[src/rtl/alu_serial_seq.sv]
// Bit-serial ALU sequencer: streams a WIDTH-bit operand pair LSB-first through a 1-bit ALU slice.
// Optional abort of the in-flight operation is enabled by defining ALU_SERIAL_ABORT_EN.
module alu_serial_seq #(
    parameter int unsigned WIDTH = 32
) (
    input  logic             clk,
    input  logic             rst_n,
    input  logic             in_valid,
    output logic             in_ready,
    input  logic [WIDTH-1:0] in_a,
    input  logic [WIDTH-1:0] in_b,
    input  logic [2:0]       in_op,
    input  logic             abort,
    output logic             slice_a,
    output logic             slice_b,
    output logic             slice_cin,
    output logic [2:0]       slice_sel,
    input  logic             slice_out,
    input  logic             slice_cout,
    output logic             out_valid,
    input  logic             out_ready,
    output logic [WIDTH-1:0] out_result,
    output logic             out_zero,
    output logic             out_carry,
    output logic             out_ovf
);

    localparam int unsigned CW = $clog2(WIDTH);

    typedef enum logic [1:0] {
        IDLE = 2'd0,
        RUN  = 2'd1,
        DONE = 2'd2
    } state_t;

    state_t           state;
    logic [WIDTH-1:0] a_sr;
    logic [WIDTH-1:0] b_sr;
    logic [CW-1:0]    cnt;

    logic             last_bit;
    logic             is_slt;
    logic             is_arith;
    logic             ovf_msb;
    logic [WIDTH-1:0] shifted;
    logic [WIDTH-1:0] final_res;
    logic             abort_hit;

`ifdef ALU_SERIAL_ABORT_EN
    assign abort_hit = abort && (state != IDLE);
`else
    logic unused_abort;
    assign abort_hit    = 1'b0;
    assign unused_abort = abort;
`endif

    // The shift-register LSBs are zero outside RUN, so they drive the slice directly.
    assign slice_a = a_sr[0];
    assign slice_b = b_sr[0];

    always_comb begin
        last_bit  = (cnt == CW'(WIDTH - 1));
        is_slt    = (slice_sel == 3'b011);
        is_arith  = !slice_sel[2] && (slice_sel != 3'b010);
        ovf_msb   = slice_cin ^ slice_cout;
        shifted   = {slice_out, out_result[WIDTH-1:1]};
        final_res = shifted;
        if (is_slt) begin
            final_res = {{(WIDTH-1){1'b0}}, slice_out ^ ovf_msb};
        end
    end

    always_ff @(posedge clk) begin
        if (!rst_n) begin
            state      <= IDLE;
            in_ready   <= 1'b1;
            a_sr       <= '0;
            b_sr       <= '0;
            cnt        <= '0;
            slice_cin  <= 1'b0;
            slice_sel  <= 3'b000;
            out_valid  <= 1'b0;
            out_result <= '0;
            out_zero   <= 1'b0;
            out_carry  <= 1'b0;
            out_ovf    <= 1'b0;
        end else if (abort_hit) begin
            state      <= IDLE;
            in_ready   <= 1'b1;
            a_sr       <= '0;
            b_sr       <= '0;
            cnt        <= '0;
            slice_cin  <= 1'b0;
            out_valid  <= 1'b0;
            out_result <= '0;
            out_zero   <= 1'b0;
            out_carry  <= 1'b0;
            out_ovf    <= 1'b0;
        end else begin
            case (state)
                IDLE: begin
                    if (in_valid) begin
                        a_sr      <= in_a;
                        b_sr      <= in_b;
                        slice_sel <= in_op;
                        cnt       <= '0;
                        // SUB and SLT add the inverted B with a carry-in of one.
                        slice_cin <= !in_op[2] && in_op[0];
                        in_ready  <= 1'b0;
                        state     <= RUN;
                    end
                end
                RUN: begin
                    a_sr <= a_sr >> 1;
                    b_sr <= b_sr >> 1;
                    cnt  <= cnt + CW'(1);
                    if (last_bit) begin
                        out_result <= final_res;
                        out_zero   <= (final_res == '0);
                        out_carry  <= is_arith && !is_slt && slice_cout;
                        out_ovf    <= is_arith && !is_slt && ovf_msb;
                        out_valid  <= 1'b1;
                        slice_cin  <= 1'b0;
                        state      <= DONE;
                    end else begin
                        out_result <= shifted;
                        slice_cin  <= slice_cout;
                    end
                end
                DONE: begin
                    if (out_ready) begin
                        out_valid <= 1'b0;
                        in_ready  <= 1'b1;
                        state     <= IDLE;
                    end
                end
                default: begin
                    state    <= IDLE;
                    in_ready <= 1'b1;
                end
            endcase
        end
    end

endmodule

[config.mk]
export PLATFORM = sky130hd
export DESIGN_NAME = alu_serial_seq
export DESIGN_NICKNAME = d
export VERILOG_FILES = /design/src/rtl/alu_serial_seq.sv
export SDC_FILE = /design/constraint.sdc
export NUM_CORES = 1
export LEC_CHECK = 0
export ABC_AREA = 0
export CAP_MARGIN = 20
export CORE_UTILIZATION = 54
export CTS_BUF_LIST = sky130_fd_sc_hd__clkbuf_16
export CTS_CLUSTER_DIAMETER = 80
export DETAILED_ROUTE_END_ITERATION = 10
export PLACE_DENSITY = 0.86
export RECOVER_POWER = 25
export SYNTH_ARGS = -nofsm -noshare
export SYNTH_HDL_FRONTEND = slang
export SYNTH_SLANG_ARGS = --single-unit
[constraint.sdc]
create_clock -name clk -period 4.1 [get_ports clk]
set_clock_uncertainty 0.05 [all_clocks]
set_input_delay 0.615 -clock clk [delete_from_list [all_inputs] [get_ports clk]]
set_output_delay 0.615 -clock clk [all_outputs]
set_load 0.02 [all_outputs]
# Word-level counts from Yosys, hierarchy flattened
# Cells that the tools add are included.
# totals
inputBits,74
register_bits,112
# op_classes
n_eq_ne,8
add_sub_neg,1
muxes,21
bitwise,3
n_reduce_logical,18
# ops
operator,count
32-bit 2-to-1 mux,4
32-bit one-hot mux with 2 select lines,2
32-bit logical NOT,1
5-bit one-hot mux with 2 select lines,1
3-bit AND reduction,3
1-bit 2-to-1 mux,6
2-bit 2-to-1 mux,3
"2-bit != test, second input constant",3
2-bit one-hot mux with 3 select lines,1
2-bit AND reduction,3
"5-bit by 1-bit adder with 5-bit output, second input constant",1
"5-bit == test, second input constant",1
1-bit logical AND,5
5-bit 2-to-1 mux,1
1-bit one-hot mux with 2 select lines,2
2-bit nonzero test,2
"3-bit by 2-bit == test with 1-bit output, second input constant",1
1-bit logical NOT,3
"3-bit by 2-bit != test with 1-bit output, second input constant",1
1-bit one-hot mux with 3 select lines,1
"2-bit by 1-bit == test with 1-bit output, second input constant",1
"2-bit == test, second input constant",1
2-bit logical NOT,1
1-bit XOR,2
1-bit NOT,1

# Depth between registers and ports, before layout
# depth
ltp_word,4
mapped_depth,7

# Worst setup path after synthesis
# OpenSTA, ideal clock, no wires.
# synth_timing
kind,register -> register
startpoint,reg cnt[0]
endpoint,reg out_zero
t_required_ns,3.990
path_stages_with_launch,8
arrival_ns,1.778
path_slack_ns,2.212
cell_sequence,dfxtp_1 > ha_1 > and3_1 > ha_1 > nand3b_4 > or4_1 > nor4_1 > a311o_1
# synth_via
elab_chain_cells,2
# synth_rtl
item,line,text
from (decl),39,logic [CW-1:0] cnt;
from (signal assigned),116,cnt <= cnt + CW'(1);
5-bit == test,62,last_bit = (cnt == CW'(WIDTH - 1));
2-bit AND reduction (no line),--,
to (signal assigned),119,out_zero <= (final_res == '0);
to (decl),23,"output logic out_zero,"
# Every way passes these cells.
# A chain may end at the register's enable or synchronous reset.

# Worst setup path after layout
# layout_timing
startpoint,reg cnt[0]
endpoint,reg out_result[0]
# layout_via
elab_chain_cells,2
# layout_rtl
item,line,text
5-bit == test,62,
32-bit 2-to-1 mux,117,if (last_bit) begin
to (signal assigned),118,out_result <= final_res;
to (signal assigned),126,out_result <= shifted;
to (decl),22,"output logic [WIDTH-1:0] out_result,"
# Every way passes these cells.

==> results.json <==
{
  "cp_top_family": "simple AND/OR/NAND/NOR gates",
  "r2r-start": "cnt[0]$_SDFFE_PN0P_",
  "synth_warnings": 0,
  "ff2ff_path_depth": 6,
  "violations": "max-capacitance violations",
  "gp_congestion": 0.821,
  "hold_start": "cnt[3]$_SDFFE_PN0P_",
  "vias_per_cell": 5.75,
  "dieArea_um2": 9480,
  "async_flop_share_pct": 0,
  "finalSetupTns_ps": 0,
  "areaGrowthSynthToFinish_pct": 28.3,
  "crit_type": "flip-flop to flip-flop",
  "antenna_found_initial": 0,
  "cts_setup_buffers": 0,
  "synth_edf_count": 0,
  "synth_common_cells": "nand2_1 (170), dfxtp_1 (112), nand3_1 (98), o211a_1 (62), a21boi_0 (41)",
  "worstHoldPathType": "flip-flop to flip-flop",
  "fmax_mhz": 413,
  "cts_tree": "done",
  "syn_inst": 595,
  "maxCapViolCount": 1,
  "power.density_nw_per_um2": 376,
  "io_pins": 117,
  "critPathArrivalTime_ps": 2580,
  "tightest_slew_ps": 1490,
  "irDropWorstVdd_mv": 0.211,
  "top_usage_layer": "met2",
  "use_met1_pct": 29.4,
  "post-route-period-util_pct": 59.1,
  "status": "finished, violations left",
  "final_layout_size_suffix_gt1_share_pct": 3.68,
  "crit_end": "out_result[0]$_SDFFE_PN0P_",
  "relSlewSlack_pct": 0.734,
  "power_mw": 2.37,
  "final_max_slew_viol_count": 0,
  "rr_endpoint": "out_result[0]$_SDFFE_PN0P_",
  "cp-end-kind": "flip-flop",
  "clk_pin_slew_ps": 70,
  "use_met2_pct": 41.2,
  "grtUsageTotal_pct": 23.7,
  "grt_pass1_vias": 4077,
  "multi_input_area_um2": 2450,
  "fin_area_um2": 6300,
  "die_h_um": 97.4,
  "via_count": 4529,
  "crit_path_top_delay_cell": "nand2_1",
  "rows": 34,
  "synth_top_area_cell": "dfxtp_1",
  "coreArea_um2": 8760,
  "synth.most_common_cell": "nand2_1",
  "htree_levels": 3,
  "post_drt_wl_per_cell_um": 14.7,
  "hold_buffers": 0,
  "die_w_um": 97.4,
  "yosysTopAreaCellShare_pct": 45.6,
  "cts_made_buffers": 9,
  "required_ps": 4260,
  "critical_path_buf_inv_count": 0,
  "start_util_pct": 56.1,
  "synth_seq_area_share_pct": 45.6,
  "crit_path_start_kind": "flip-flop",
  "cpPeakStageDelay_ps": 820,
  "nNetsFinal": 752,
  "synth_seq_cells": 112,
  "drc": 0,
  "cts.sinks": 112,
  "final-setup-viol-count": 0,
  "hpwl_mm": 7.59,
  "grt_pass1_wl_mm": 18.7,
  "io_buffers": 115,
  "syn_avg_cell_area_um2": 8.26,
  "drtAntennaViolNets": 0,
  "gr-total-overflow": 0,
  "fill_cells": 704,
  "critPathMaxFanout": 32,
  "netlist_area_um2": 4910,
  "cts_buffer_depth": 2,
  "synth_nets": 671,
  "clk_latency_ps": 350,
  "finalHoldWorstSlack_ps": 425,
  "drtPass1Iterations": 6,
  "power_leakage_nw": 2.93,
  "critPathLaunch": "cnt[0]$_SDFFE_PN0P_",
  "cpMostUsedCell": "ha_1",
  "grt_max_degree": 74,
  "synth_area_leaders": "dfxtp_1 (46%), nand2_1 (13%), o211a_1 (13%), nand3_1 (10%), a21boi_0 (6.3%)",
  "place_area_um2": 6050,
  "fin_crit_ps": 2420,
  "synth_ff_type": "dfxtp_1",
  "r2r_setup_slack_ps": 1680,
  "grtUsageMet3_pct": 4.96,
  "crit_chain": "ha_1 > and3_1 > ha_1 > nand2_1 > mux2i_1 > a21oi_1",
  "routed_wl_mm": 11.5,
  "rsz0062_at_grt": "false",
  "synth_cell_types": 35,
  "seqCellArea_um2": 2240,
  "drtIter0Drc": 252,
  "clk_root_buffer_cell": "clkbuf_16",
  "cp.depth": 6,
  "cts_resized": 0,
  "finalHoldViolCount": 0,
  "diodes": 0
}
[stage by stage]
| step | setup WS (ps) | std cells | utilization, % |
|---|---|---|---|
| finish | 1680 | 788 | 71.9 |
| global route | 1510 | 788 | 71.9 |
| CTS | 1670 | 788 | 72.1 |
| detailed placement | 1350 | 773 | 69.0 |
| global placement | 1390 | 773 | 69.0 |
| floorplan | 2210 | 595 | - |
[worst min path at each step]
stage	end	slack, ps	depth (start not counted)
after floorplan	cnt[3]$_SDFFE_PN0P_	360	1
after global placement	cnt[3]$_SDFFE_PN0P_	380	1
after detailed placement	cnt[3]$_SDFFE_PN0P_	400	1
after CTS	cnt[3]$_SDFFE_PN0P_	420	1
after global routing	cnt[3]$_SDFFE_PN0P_	440	1
final	cnt[3]$_SDFFE_PN0P_	430	1
[per-layer routing]
layer / wire length (µm) / vias up
met1: 4940 / 2165
met5: 0 / -
met4: 223 / 0
met2: 5920 / 112
li1: - / 2230
met3: 459 / 22
[registers in the layout, indices dropped and copies added (netlist names)]
register / count
out_valid: 1
slice_sel: 3
cnt: 5
out_result: 32
slice_cin: 1
b_sr: 32
out_ovf: 1
a_sr: 32
state: 2
out_zero: 1
out_carry: 1
in_ready: 1
[cells in the final DEF (no fill, tap or decap), types with 2 or more instances in the layout]
cell / n
nor4_1: 8
clkdlybuf4s50_1: 84
ha_1: 2
nand2_1: 170
a21oi_1: 8
nand4_1: 3
o21ai_0: 5
clkbuf_16: 9
nor2_1: 7
dlygate4sd3_1: 30
o211a_1: 62
nand3_1: 98
a21boi_0: 41
inv_6: 3
xnor2_1: 2
nor2b_1: 4
nand3b_1: 3
nor4b_1: 2
buf_4: 8
dfxtp_1: 112
[report_power, final]
group | internal [mW] | total [mW] | switching [mW]
logic | 0.174 | 0.355 | 0.182
registers | 1.16 | 1.20 | 0.0407
clock network | 0.414 | 0.816 | 0.402
total | 1.74 | 2.37 | 0.624
[cells by family (layout without fill, tap and decap cells)]
logic type / after synthesis / count (layout) / synth area share, %
AND/OR/NAND/NOR: 305 / 305 / 28.1
XOR/XNOR: 2 / 2 / 0.357
AO/OA/AOI/OAI: 119 / 119 / 20.7
adder cells (fa/ha/maj): 2 / 2 / 0.509
flip-flops: 112 / 112 / 45.6
multiplexers: 1 / 1 / 0.204
buffers and inverters: 54 / 139 / 4.53
[final cells by class]
cell class                      count  share of cell area, %
Clock buffer                        9                   3.57
Clock inverter                      6                  0.695
Inverter                            1                 0.0595
Multi-Input combinational cell    429                   38.9
Sequential cell                   112                   35.6
Tap cell                          108                   2.14
Timing Repair Buffer              123                   19.1
[worst reg2reg max path: stages (launching register included)]
cell     delay, ps
dfxtp_1        340
ha_1           240
and3_1         190
ha_1           260
nand2_1        820
mux2i_1        290
a21oi_1        110
Note: power is estimated with default switching activity, not from simulation.
==> patch (same settings) <==
The parameter `WIDTH` goes from 32 to 64.
--- a/src/rtl/alu_serial_seq.sv
+++ b/src/rtl/alu_serial_seq.sv
@@ -2,5 +2,5 @@
 // Optional abort of the in-flight operation is enabled by defining ALU_SERIAL_ABORT_EN.
 module alu_serial_seq #(
-    parameter int unsigned WIDTH = 32
+    parameter int unsigned WIDTH = 64
 ) (
     input  logic             clk,
Ports: changed (resized in_a, in_b and out_result); port bits go from 117 to 213. The function was not compared with the original's and may differ.
==> patch against the unedited design <==
- the run ends with max-capacitance violations, max-slew violations left
- sequential cell count rose by 97
- synthesized area rose by 73%
- combinational power rose by 59%
- die area rose by 71%
- cell area rose by 78%
- routed wire length rose by 87%
- power rose by 96%
- worst setup slack got worse by 230 ps
- critical path type is now primary input to register
==> patch: results (changes against the unedited design) <==
Clk pin slew, worst setup/hold paths=around 60 ps; post-synth net total=1045 (+56%); Resized cells post-CTS=0 (unchanged); Synth Warn #=0 (unchanged); vias in the first global route=7083 (+74%); Num CTS Buffers=22 (+13); H-tree levels=1 (-2); launch point of the worst path=rst_n; Inserted Diodes=0 (unchanged); first-pass GRT wire length=34.9 mm (+86%); Finished Layout Cells=1290 (+64%); clk_lat worst skew=490 ps (+140 ps); Layout fillers=1096 (+56%); wire length per cell=16.7 um (+14%); total chip power=4650 uW (+96%); Switching Share=24.5% (-1.8 points); Leak Pwr=0.00415 uW (+41%); Worst EP arrival=3040 ps (+460 ps); drt pass-1 iters=4 (-2); Comb pwr share=12.1% (-2.9 points); via count=7402 (+63%); antenna violations before repair=0 (unchanged); largest net degree at the start of global routing=150 (+100%); Slew headroom=-39.2% (-40 points); Clock Path Buffers=3 (+1); Post-synth ARST share=0% (unchanged); Root Driver=clkbuf_16; max cap viols=1 (unchanged); Worst VDD drop=0.000286 V (+35%); placer congestion estimate=0.794 (-3.3%); critical path peak fanout=97 (+200%); failing checks=max-capacitance violations, max-slew violations; Hold Startpoint=a_sr[6]; share of post-route cells with drive strength above 1=8.43% (+4.8 points); Iter 0 DRT Violations=533 (+110%); hpwl dp=13.1 mm (+73%); Area after DPL=10600 um^2 (+75%); Global Route Usage Sum=26.0% (+2.4 points); r2r startpoint=state[0]; Seq/Total Area, Yosys=49.3% (+3.6 points); pre-CTS WS=1190 ps (-155 ps); TNS Setup=0 ps (unchanged); postcts setup bufs=0 (unchanged); leading post-synthesis cells by cell area=dfxtp_1 (49%), nor2_1 (11%), o221ai_2 (8.8%); Pins Over Slew Limit=97 (+97); highest clock rate=0.377 GHz (-8.7%); Top Registers=a_sr x64, b_sr x64, out_result x64; IO Port Bufs=211 (+83%); Register Area=4180 um^2 (+87%); Worst Hold Class=register to register; synthesized area per cell=9.37 um^2 (+14%); fin nets=1203 (+60%); Clk network pwr share=39.8% (+5.4 points); top post-synthesis cells by count=nor2_1 (256), dfxtp_1 (209), o221ai_1 (76), nor2b_1 (66), a22oi_1 (63); Distinct cells, synth=42 (+20%); status=finished, violations left
patch: cell count changes after synthesis, moves of 50 or more:
cell,delta
a22oi_1,+63
dfxtp_1,+97
nand2_1,-155
nand3_1,-92
nor2_1,+249
nor2b_1,+62
o211a_1,-62
o221ai_1,+76
o221ai_2,+50
patch: logic make-up (layout without fill, tap and decap cells):
| group | Yosys count | after routing | share of synthesized area, % |
|---|---|---|---|
| AO/OA/AOI/OAI | 220 | 220 | 24.7 |
| multiplexers | 3 | 3 | 0.354 |
| XOR/XNOR | 2 | 2 | 0.206 |
| buffers and inverters | 86 | 259 | 4.85 |
| AND/OR/NAND/NOR | 385 | 385 | 20.5 |
| flip-flops | 209 | 209 | 49.3 |
| adder cells (fa/ha/maj) | 1 | 1 | 0.147 |
patch: worst paths after layout:
| path | slack, ps | cells after the start | endpoint |
|---|---|---|---|
| setup / recovery | 1450 | 5 | out_zero |
| hold / removal | 420 | 2 | a_sr[6] |
| setup reg to reg | 1710 | 5 | out_result[32] |
| hold reg to reg | 420 | 2 | a_sr[6] |
patch: final cells by class:
type / count / share of cell area, %
flip-flops and latches: 209 / 37.2
multi-input cells: 611 / 34.7
repair buffers: 218 / 19.6
clock buffers: 23 / 5.12
well taps: 211 / 2.35
clock inverters: 16 / 0.868
inverters: 2 / 0.0668
patch: worst max-delay path, cell delays in order:
cell and delay, ps:
clkbuf_2 1430, nor4b_1 330, nand4_1 130, nor4_1 350, a22o_1 170
patch: metal layers:
layer	track usage, %	wire [um]
met1	33.1	9270
met2	42.2	9800
met5	0	0
met4	8.05	506
met3	8.21	1970
